`src/rtl/wb_pkg.sv`:
```
// rtl/wb_pkg.sv - shared constants, request type and one-hot helper for the writeback arbiter
package wb_pkg;

  localparam int WB_NUM_SRC    = 4;
  localparam int WB_NUM_PORT   = 2;
  localparam int WB_DATA_WIDTH = 32;

  typedef struct packed {
    logic [4:0]               addr;
    logic [WB_DATA_WIDTH-1:0] data;
  } wb_req_t;

  // Index of the set bit in a one-hot source vector (0 when empty).
  function automatic logic [1:0] onehot_idx(input logic [WB_NUM_SRC-1:0] oh);
    logic [1:0] r;
    r = '0;
    for (int i = 0; i < WB_NUM_SRC; i++) begin
      if (oh[i]) r = 2'(i);
    end
    return r;
  endfunction

endpackage

```
`src/rtl/wb_arb_pick.sv`:
```
// rtl/wb_arb_pick.sv - rotating two-hit picker with same-address exclusion (collide_o under WB_ARBITER_PERF_EN)
module wb_arb_pick
  import wb_pkg::*;
(
  input  logic [WB_NUM_SRC-1:0]      valid_i,
  input  logic [WB_NUM_SRC-1:0][4:0] addr_i,
  input  logic [1:0]                 rr_ptr_i,
  output logic [WB_NUM_SRC-1:0]      grant0_o,
  output logic [WB_NUM_SRC-1:0]      grant1_o,
  output logic [WB_NUM_SRC-1:0]      r0_mask_o
`ifdef WB_ARBITER_PERF_EN
  ,
  output logic                       collide_o
`endif
);

  logic [1:0] k;
  logic       found0;
  logic       found1;
  logic [4:0] a0;
`ifdef WB_ARBITER_PERF_EN
  logic       coll;
  assign collide_o = coll;
`endif

  // Walk sources from rr_ptr; first nonzero hit takes port 0, next distinct-address hit takes port 1.
  always_comb begin
    grant0_o = '0;
    grant1_o = '0;
    found0   = 1'b0;
    found1   = 1'b0;
    a0       = '0;
    k        = '0;
`ifdef WB_ARBITER_PERF_EN
    coll     = 1'b0;
`endif
    for (int i = 0; i < WB_NUM_SRC; i++) begin
      k = rr_ptr_i + 2'(i);
      if (valid_i[k] && (addr_i[k] != '0)) begin
        if (!found0) begin
          grant0_o[k] = 1'b1;
          a0          = addr_i[k];
          found0      = 1'b1;
        end else if (!found1) begin
          if (addr_i[k] == a0) begin
`ifdef WB_ARBITER_PERF_EN
            coll = 1'b1;
`endif
          end else begin
            grant1_o[k] = 1'b1;
            found1      = 1'b1;
          end
        end
      end
    end
  end

  // Writes to r0 are dropped, so they are accepted immediately without a port.
  always_comb begin
    r0_mask_o = '0;
    for (int i = 0; i < WB_NUM_SRC; i++) begin
      r0_mask_o[i] = valid_i[i] && (addr_i[i] == '0);
    end
  end

endmodule

```
`src/rtl/wb_arbiter.sv`:
```
// rtl/wb_arbiter.sv - 4-source to 2-port register-file writeback arbiter (perf counters under WB_ARBITER_PERF_EN)
module wb_arbiter
  import wb_pkg::*;
#(
  parameter int DATA_WIDTH = 32,
  parameter int NUM_SRC    = WB_NUM_SRC
) (
  input  logic                                  clk,
  input  logic                                  rst_n,
  input  logic [NUM_SRC-1:0]                    src_valid_i,
  output logic [NUM_SRC-1:0]                    src_ready_o,
  input  logic [NUM_SRC-1:0][4:0]               src_addr_i,
  input  logic [NUM_SRC-1:0][DATA_WIDTH-1:0]    src_data_i,
  output logic [WB_NUM_PORT-1:0][4:0]           w_addr_o,
  output logic [WB_NUM_PORT-1:0][DATA_WIDTH-1:0] w_data_o,
  output logic [WB_NUM_PORT-1:0]                w_en_o
`ifdef WB_ARBITER_PERF_EN
  ,
  output logic [31:0]                           stall_cnt_o,
  output logic [31:0]                           collide_cnt_o
`endif
);

  logic [1:0]         rr_ptr;
  logic [NUM_SRC-1:0] g0;
  logic [NUM_SRC-1:0] g1;
  logic [NUM_SRC-1:0] r0_mask;
  logic [1:0]         idx0;
  logic [1:0]         idx1;
`ifdef WB_ARBITER_PERF_EN
  logic               collide;
`endif

  wb_arb_pick u_pick (
    .valid_i   (src_valid_i),
    .addr_i    (src_addr_i),
    .rr_ptr_i  (rr_ptr),
    .grant0_o  (g0),
    .grant1_o  (g1),
    .r0_mask_o (r0_mask)
`ifdef WB_ARBITER_PERF_EN
    ,
    .collide_o (collide)
`endif
  );

  assign idx0        = onehot_idx(g0);
  assign idx1        = onehot_idx(g1);
  assign src_ready_o = rst_n ? (g0 | g1 | r0_mask) : '0;

  // Register granted writes; idle ports keep their last address/data; pointer moves past the last grant.
  always_ff @(posedge clk) begin
    if (!rst_n) begin
      w_en_o   <= '0;
      w_addr_o <= '0;
      w_data_o <= '0;
      rr_ptr   <= '0;
    end else begin
      w_en_o <= {|g1, |g0};
      if (|g0) begin
        w_addr_o[0] <= src_addr_i[idx0];
        w_data_o[0] <= src_data_i[idx0];
      end
      if (|g1) begin
        w_addr_o[1] <= src_addr_i[idx1];
        w_data_o[1] <= src_data_i[idx1];
      end
      if (|g1) begin
        rr_ptr <= idx1 + 2'd1;
      end else if (|g0) begin
        rr_ptr <= idx0 + 2'd1;
      end
    end
  end

`ifdef WB_ARBITER_PERF_EN
  logic [NUM_SRC-1:0] nz_pending;

  // Nonzero-address requests left waiting this cycle.
  always_comb begin
    nz_pending = '0;
    for (int i = 0; i < NUM_SRC; i++) begin
      nz_pending[i] = src_valid_i[i] && (src_addr_i[i] != '0) && !src_ready_o[i];
    end
  end

  // Wrapping stall and same-address collision counters.
  always_ff @(posedge clk) begin
    if (!rst_n) begin
      stall_cnt_o   <= '0;
      collide_cnt_o <= '0;
    end else begin
      if (|nz_pending) stall_cnt_o <= stall_cnt_o + 32'd1;
      if (collide) collide_cnt_o <= collide_cnt_o + 32'd1;
    end
  end
`endif

endmodule

```
`config.mk`:
```
export PLATFORM = sky130hd
export DESIGN_NAME = wb_arbiter
export DESIGN_NICKNAME = d
export VERILOG_FILES = /design/src/rtl/wb_pkg.sv /design/src/rtl/wb_arb_pick.sv /design/src/rtl/wb_arbiter.sv
export SDC_FILE = /design/constraint.sdc
export NUM_CORES = 1
export LEC_CHECK = 0
export CAP_MARGIN = 10
export CORE_MARGIN = 10
export CORE_UTILIZATION = 25
export CTS_CLUSTER_SIZE = 28
export DETAILED_ROUTE_END_ITERATION = 16
export GPL_TIMING_DRIVEN = 0
export SLEW_MARGIN = 20
export SYNTH_ARGS = -nofsm -noshare
export SYNTH_HDL_FRONTEND = slang
export SYNTH_SLANG_ARGS = --single-unit
```
`constraint.sdc`:
```
create_clock -name clk -period 18.4 [get_ports clk]
set_clock_uncertainty 0.05 [all_clocks]
set_input_delay 3.68 -clock clk [delete_from_list [all_inputs] [get_ports clk]]
set_output_delay 3.68 -clock clk [all_outputs]
set_load 0.01 [all_outputs]
```
# Yosys cells after proc, flatten, opt, wreduce, memory -nomap -nowiden
# Cells that the tools add are included.
[totals]
register_bits = 78
input_bits = 154
out_inout_bits = 80
word_cells = 128
[op_classes]
add_sub_neg = 5
order_cmp = 10
n_eq_ne = 3
n_mux = 74
bitwise_logic = 7
n_reduce_logical = 23
[op_table]
columns = ["operator", "n"]
rows = [
  ["32-bit binary-select mux with 2-bit select", 2],
  ["4-bit 2-to-1 mux", 19],
  ["32-bit 2-to-1 mux", 2],
  ["5-bit binary-select mux with 2-bit select", 6],
  ["5-bit 2-to-1 mux", 11],
  ["4-bit OR", 7],
  ["5-bit logical NOT", 4],
  ["1-bit 2-to-1 mux", 20],
  ["5-bit nonzero test", 4],
  ["2-bit by 3-bit < comparator with 1-bit output (second input constant)", 6],
  ["5-bit equality test", 3],
  ["1-bit logical AND", 12],
  ["2-bit 2-to-1 mux", 6],
  ["1-bit binary-select mux with 2-bit select", 4],
  ["1-bit demux with 2-bit select", 4],
  ["2-bit by 1-bit greater-or-equal comparator with 1-bit output (second input constant)", 4],
  ["4-bit OR reduction", 2],
  ["2-bit by 1-bit adder with 2-bit output (second input constant)", 3],
  ["2-bit adder (second input constant)", 2],
  ["2-bit nonzero test", 1],
]

# Depth between registers and ports, before layout
[logic_depth]
word_depth = 24
depth_mapped = 20
ltp_nobuf = 12

# Cells and area by module
# From an unflattened synthesis, not the netlist that was laid out.
[unflattened]
cells_unflattened = 761
area_unflattened_um2 = 6316.1
[modules_own_cells]
columns = ["mod", "instances", "cells_per_inst", "area_per_inst_um2", "seq_area_each_um2"]
rows = [
  ["wb_arbiter", 1, 612, 4938.5, 1561.5],
  ["wb_arb_pick", 1, 149, 1377.6, 0.0],
]

# Least setup slack after synthesis
# OpenSTA, ideal clock, no wires.
[synth_timing]
path_kind = "input-to-output"
from = "input src_addr_i[3] (netlist bit)"
to = "output src_ready_o[3]"
arrival_ns = 7.164
required_ns = 14.670
path_slack_ns = 7.506
cell_stages = 13
path_buffers = 4
path_cell_list = "clkbuf_1 > mux4_2 > or4_4 > o21a_4 > or4b_1 > o31ai_1 > a41oi_2 > buf_2 > a221oi_2 > buf_4 > buf_2 > nor2_1 > o31a_1"
[synth_via]
elab_chain_cells = 22
word_cells_on_any_way = 60
cone_classes = "eq/ne: 3; mux: 42; bitwise: 7; reduce/logical: 8"
[synth_rtl]
columns = ["item", "line", "rtl"]
rows = [
  ["start: declaration", "wb_arbiter.sv:12", "input logic [NUM_SRC-1:0][4:0] src_addr_i,"],
  ["5-bit binary-select mux with 2-bit select", "wb_arb_pick.sv:39, wb_arb_pick.sv:42", ""],
  ["5-bit 2-to-1 mux (implied by the code)", "wb_arb_pick.sv:39, wb_arb_pick.sv:42", ""],
  ["5-bit nonzero test", "wb_arb_pick.sv:39", "if (valid_i[k] && (addr_i[k] != '0)) begin"],
  ["1-bit logical AND", "wb_arb_pick.sv:39", ""],
  ["5-bit 2-to-1 mux", "wb_arb_pick.sv:39", ""],
  ["5-bit equality test", "wb_arb_pick.sv:45", "if (addr_i[k] == a0) begin"],
  ["4-bit 2-to-1 mux", "wb_arb_pick.sv:45", ""],
  ["4-bit 2-to-1 mux", "wb_arb_pick.sv:40", "if (!found0) begin"],
  ["(+5 left out)", "n/a", ""],
  ["4-bit 2-to-1 mux", "wb_arb_pick.sv:39", ""],
  ["4-bit OR (no source line)", "n/a", ""],
  ["4-bit 2-to-1 mux", "wb_arb_pick.sv:45", ""],
  ["4-bit 2-to-1 mux", "wb_arb_pick.sv:44", "end else if (!found1) begin"],
  ["4-bit 2-to-1 mux", "wb_arb_pick.sv:40", ""],
  ["4-bit 2-to-1 mux", "wb_arb_pick.sv:39", ""],
  ["4-bit OR (*) (2 in a row)", "wb_arbiter.sv:49", "assign src_ready_o = rst_n ? (g0 | g1 | r0_mask) : '0;"],
  ["4-bit 2-to-1 mux (*)", "wb_arbiter.sv:49", ""],
  ["end: declaration", "wb_arbiter.sv:11", "output logic [NUM_SRC-1:0] src_ready_o,"],
]
# Every way passes the cells marked *; elsewhere a longest branch is shown, timed or not. The select of a mux whose other input is x is not followed.

# Final worst setup path
[layout_timing]
from = "input src_addr_i[15] (netlist bit)"
to = "output src_ready_o[2]"
# The elaborated chain is that of the path after synthesis.

==> results by group <==
Critical path
  – CP required: 14670 ps
  – Arrival time at the worst endpoint: 9300 ps
  – Worst Reg-to-Reg Cells: 16
  – Crit. End Element: output port
  – Worst reg2reg path endpoint: w_data_o[44]$_SDFFE_PN0P_
  – Setup crit start kind: primary input
  – CP max stage delay: between 600 and 700 ps
  – Worst-path cell chain: clkdlybuf4s50_1 > mux4_2 > or4_4 > o21ai_1 > buf_2 > nand3_1 > o21ai_1 > nor4_1 > a21oi_1 > a221o_1 > buf_4 > clkbuf_1 > nand2_1 > a21oi_1 > clkdlybuf4s50_1
  – CP top delay family: buffers and inverters
  – FF-to-FF Start: rr_ptr[0]$_SDFFE_PN0P_
  – Setup CP Type: in2out
  – Worst Path Max Fanout: 10
  – CP bufs+invs: 5
  – R2R setup slack: 12090 ps
  – Slowest cell on the critical path: mux4_2

Clock network
  – CTS H-tree lvls: 3
  – # hold bufs at CTS: 0
  – CTS tree: done
  – Worst skew pair latency: between 300 and 400 ps
  – Max Buffers Root-to-Sink: 2
  – CTS resizes: 0
  – Cts bufs inserted: 9
  – Post-CTS setup buffer count: 0
  – CTS root buf: clkbuf_16
  – # clock sinks: between 70 and 80
  – Reg clk slew, reported paths: 70 ps

GRT
  – Largest net degree at the start of global routing: 15
  – Initial antenna violation count: 10
  – First-pass GRT wire length: 61.71 mm
  – Vias in the first global route: 9506
  – Remaining Overflow, GRT: 0
  – All-Layer GR Usage: 0.2033

Synthesis
  – Flops & latches, synth: 78
  – Post-Syn Area: 8024 sq um
  – Synth cell types: 73
  – Mux share of post-synthesis cell area: 0.1226
  – Post-Synth Simple-Gate Area: 0.1530
  – Post-Synthesis Cells: about 990
  – Post-synthesis sequential area ratio: 0.1946
  – Adder-cell share of the synthesized area: 0.006237
  – Syn_area_per_cell: 8.113 sq um
  – Post-synthesis xor/xnor area fraction: 0.006549
  – Fraction of registers with async set/reset: 0
  – Main combinational cell family by area after synthesis: compound AO/OA/AOI/OAI gates
  – Synthesized net count: 1147
  – Post-synth top area cell: dfxtp_1
  – Number of flops mapped to enable cells by yosys: 0
  – Synth warn: 0
  – Synth Flop Type: dfxtp_1
  – Ranking of synthesized cells by area: dfxtp_1, o211ai_1, mux4_2, a2111o_1, mux2i_1
  – Synth top area share: 0.1946
  – Synth Area in Compound Gates: 0.4260

Floorplanning
  – I/O pins: around 230
  – Die area: 39660 sq um
  – Die Wd: 199.2 um
  – Core Footprint: 31640 sq um
  – # rows: 65
  – Chip height: 199.2 um
  – Starting Density: 0.2536

Placement
  – Routability cong.: slightly above 0.9
  – DP HPWL: 32.45 mm
  – Port Buffers: 228

Power and ir drop
  – Sequential share of power: 0.110
  – Power share of the clock group: 0.082
  – Max IR drop VDD: around 0.11 mV
  – Power Total: 2493 uW
  – Power per cell area: 223.2 nW/um^2
  – Sw Share: 0.5374
  – Sw power: 1340 uW
  – Logic pwr share: 0.808
  – Pleak: 0.004244 uW
  – Internal power: 1153 uW

Timing
  – Final Hold Vio Count: 0
  – Period utilization: 0.7082
  – Post-layout min period: ~13000 ps
  – Final slew viol count: 0
  – Setup Total Neg Slack: 0 ps
  – RSZ-0062 raised after global routing: no
  – Endpoints failing setup: 0
  – Max Fclk: between 70 and 80 MHz
  – Slew Limit Headroom: 0.3192
  – Worst-margin pin slew: between 1000 and 1500 ps

Final layout
  – Most frequent cells in the layout: clkdlybuf4s50_1, nor2_1, dfxtp_1
  – Synth-to-layout area growth: 39.20%
  – Nets@finish: 1386
  – Commonest non-fill, non-tap cell in the layout: clkdlybuf4s50_1
  – Share of layout cells above drive strength 1: 0.08029
  – Final core occ: 0.3531

Route
  – Vias per inst: 5.909
  – Remaining antenna violation count: 0
  – WL/cell: 25.67 um
  – Vias: around 9700
  – Drt first pass iters: 6
  – Final wirelength: 42.20 mm
  – Initial DRC count: 1046
  – Post-route DRC: 0

Flow run
  – # Max-Cap Violations: 0

Worst hold path
  – WHS Endpoint: w_data_o[49]$_SDFFE_PN0P_
  – Hold Path Cell Cnt: 1
  – HP Class: reg2reg
  – Hold path startpoint: w_data_o[49]$_SDFFE_PN0P_

Run status
  – Outcome: completed
-- cell type report --
| class | instances | area [sq um] |
|---|---|---|
| antenna | 9 | 22.52 |
| buffer | 117 | 550.5 |
| clock buffer | 10 | 239.0 |
| clock inverter | 6 | 93.84 |
| fill | 3247 | 20470 |
| inverter | 48 | 180.2 |
| multi-input combinational | 746 | 5737 |
| sequential | 78 | 1562 |
| tap | 402 | 503.0 |
| timing repair buffer | 228 | 2282 |
-- Yosys cell counts (23+ instances only) --
master,n
a2111o_1,38
a211oi_1,39
a21oi_1,45
a22o_1,38
a32o_1,37
buf_2,26
clkbuf_1,64
dfxtp_1,78
inv_1,47
mux2i_1,42
mux4_2,23
nand2_1,64
nor2_1,93
nor2b_1,42
o211a_1,33
o211ai_1,71
o31a_1,39
-- worst reg2reg max path: stages (launching register included) --
cell and delay [ps]:
dfxtp_1 380, buf_6 140, buf_4 210, buf_4 230
inv_1 80, ha_1 360, buf_1 490, mux4_2 500
or3_1 430, o21ai_0 450, a31oi_1 150, nor4_1 610
a21oi_1 380, o21a_1 270, nor2_1 760, clkbuf_1 530
a32o_1 210
-- cells by family (layout without fill, tap and decap cells) --
logic type               after synthesis  in the layout
AO/OA/AOI/OAI                        411            411
AND/OR/NAND/NOR                      256            256
buffers and inverters                165            409
flip-flops                            78             78
multiplexers                          69             69
XOR/XNOR                               6              6
adder cells (fa/ha/maj)                4              4
other                                  0              9
-- power groups by stage --
| stage | sequential, uW | combinational [uW] | clock [uW] |
|---|---|---|---|
| 2_1_floorplan | 293 | 1280 | 0 |
| 3_3_place_gp | 275 | 1960 | 0 |
| 3_5_place_dp | 276 | 1970 | 0 |
| 4_1_cts | 273 | 1980 | 207 |
| 5_1_grt | 279 | 2140 | 213 |
| 6_report | 273 | 2020 | 205 |
-- through the flow --
step | hold slack (ps) | instance area, sq um | worst slack, ps | cells
after floorplan | 460.5 | 8024 | 7506 | 989
after global placement | 398.5 | 10810 | 5486 | 1619
after detailed placement | 403.1 | 10810 | 5513 | 1619
after CTS | 419.1 | 11140 | 5505 | 1635
after global routing | 432.7 | 11160 | 5161 | 1641
final | 418.3 | 11170 | 5369 | 1644
-- state kept, by name, indices dropped and copies added, names as in the netlist --
register,cells
rr_ptr,2
w_en_o,2
w_addr_o,10
w_data_o,64
-- worst max-delay path by stage --
stage / startpoint / end / slack [ps] / depth (start not counted)
final: src_addr_i[15] / src_ready_o[2] / 5370 / 15
after global routing: src_addr_i[15] / src_ready_o[2] / 5160 / 15
after CTS: src_addr_i[15] / src_ready_o[2] / 5500 / 15
after detailed placement: src_addr_i[15] / src_ready_o[2] / 5510 / 15
after global placement: src_addr_i[15] / src_ready_o[2] / 5490 / 15
after floorplan: src_addr_i[3] / src_ready_o[3] / 7510 / 13
-- per-layer routing --
metal	share of wire	GRT usage	vias to the layer above	wire, um
met5	0.00071	0	-	30
met4	0.031	0.07912	4	1315
met3	0.097	0.05214	81	4107
met2	0.46	0.3222	574	19550
met1	0.41	0.2582	4688	17200
li1	-	-	4367	-
Power figures use the tool's default switching activity.
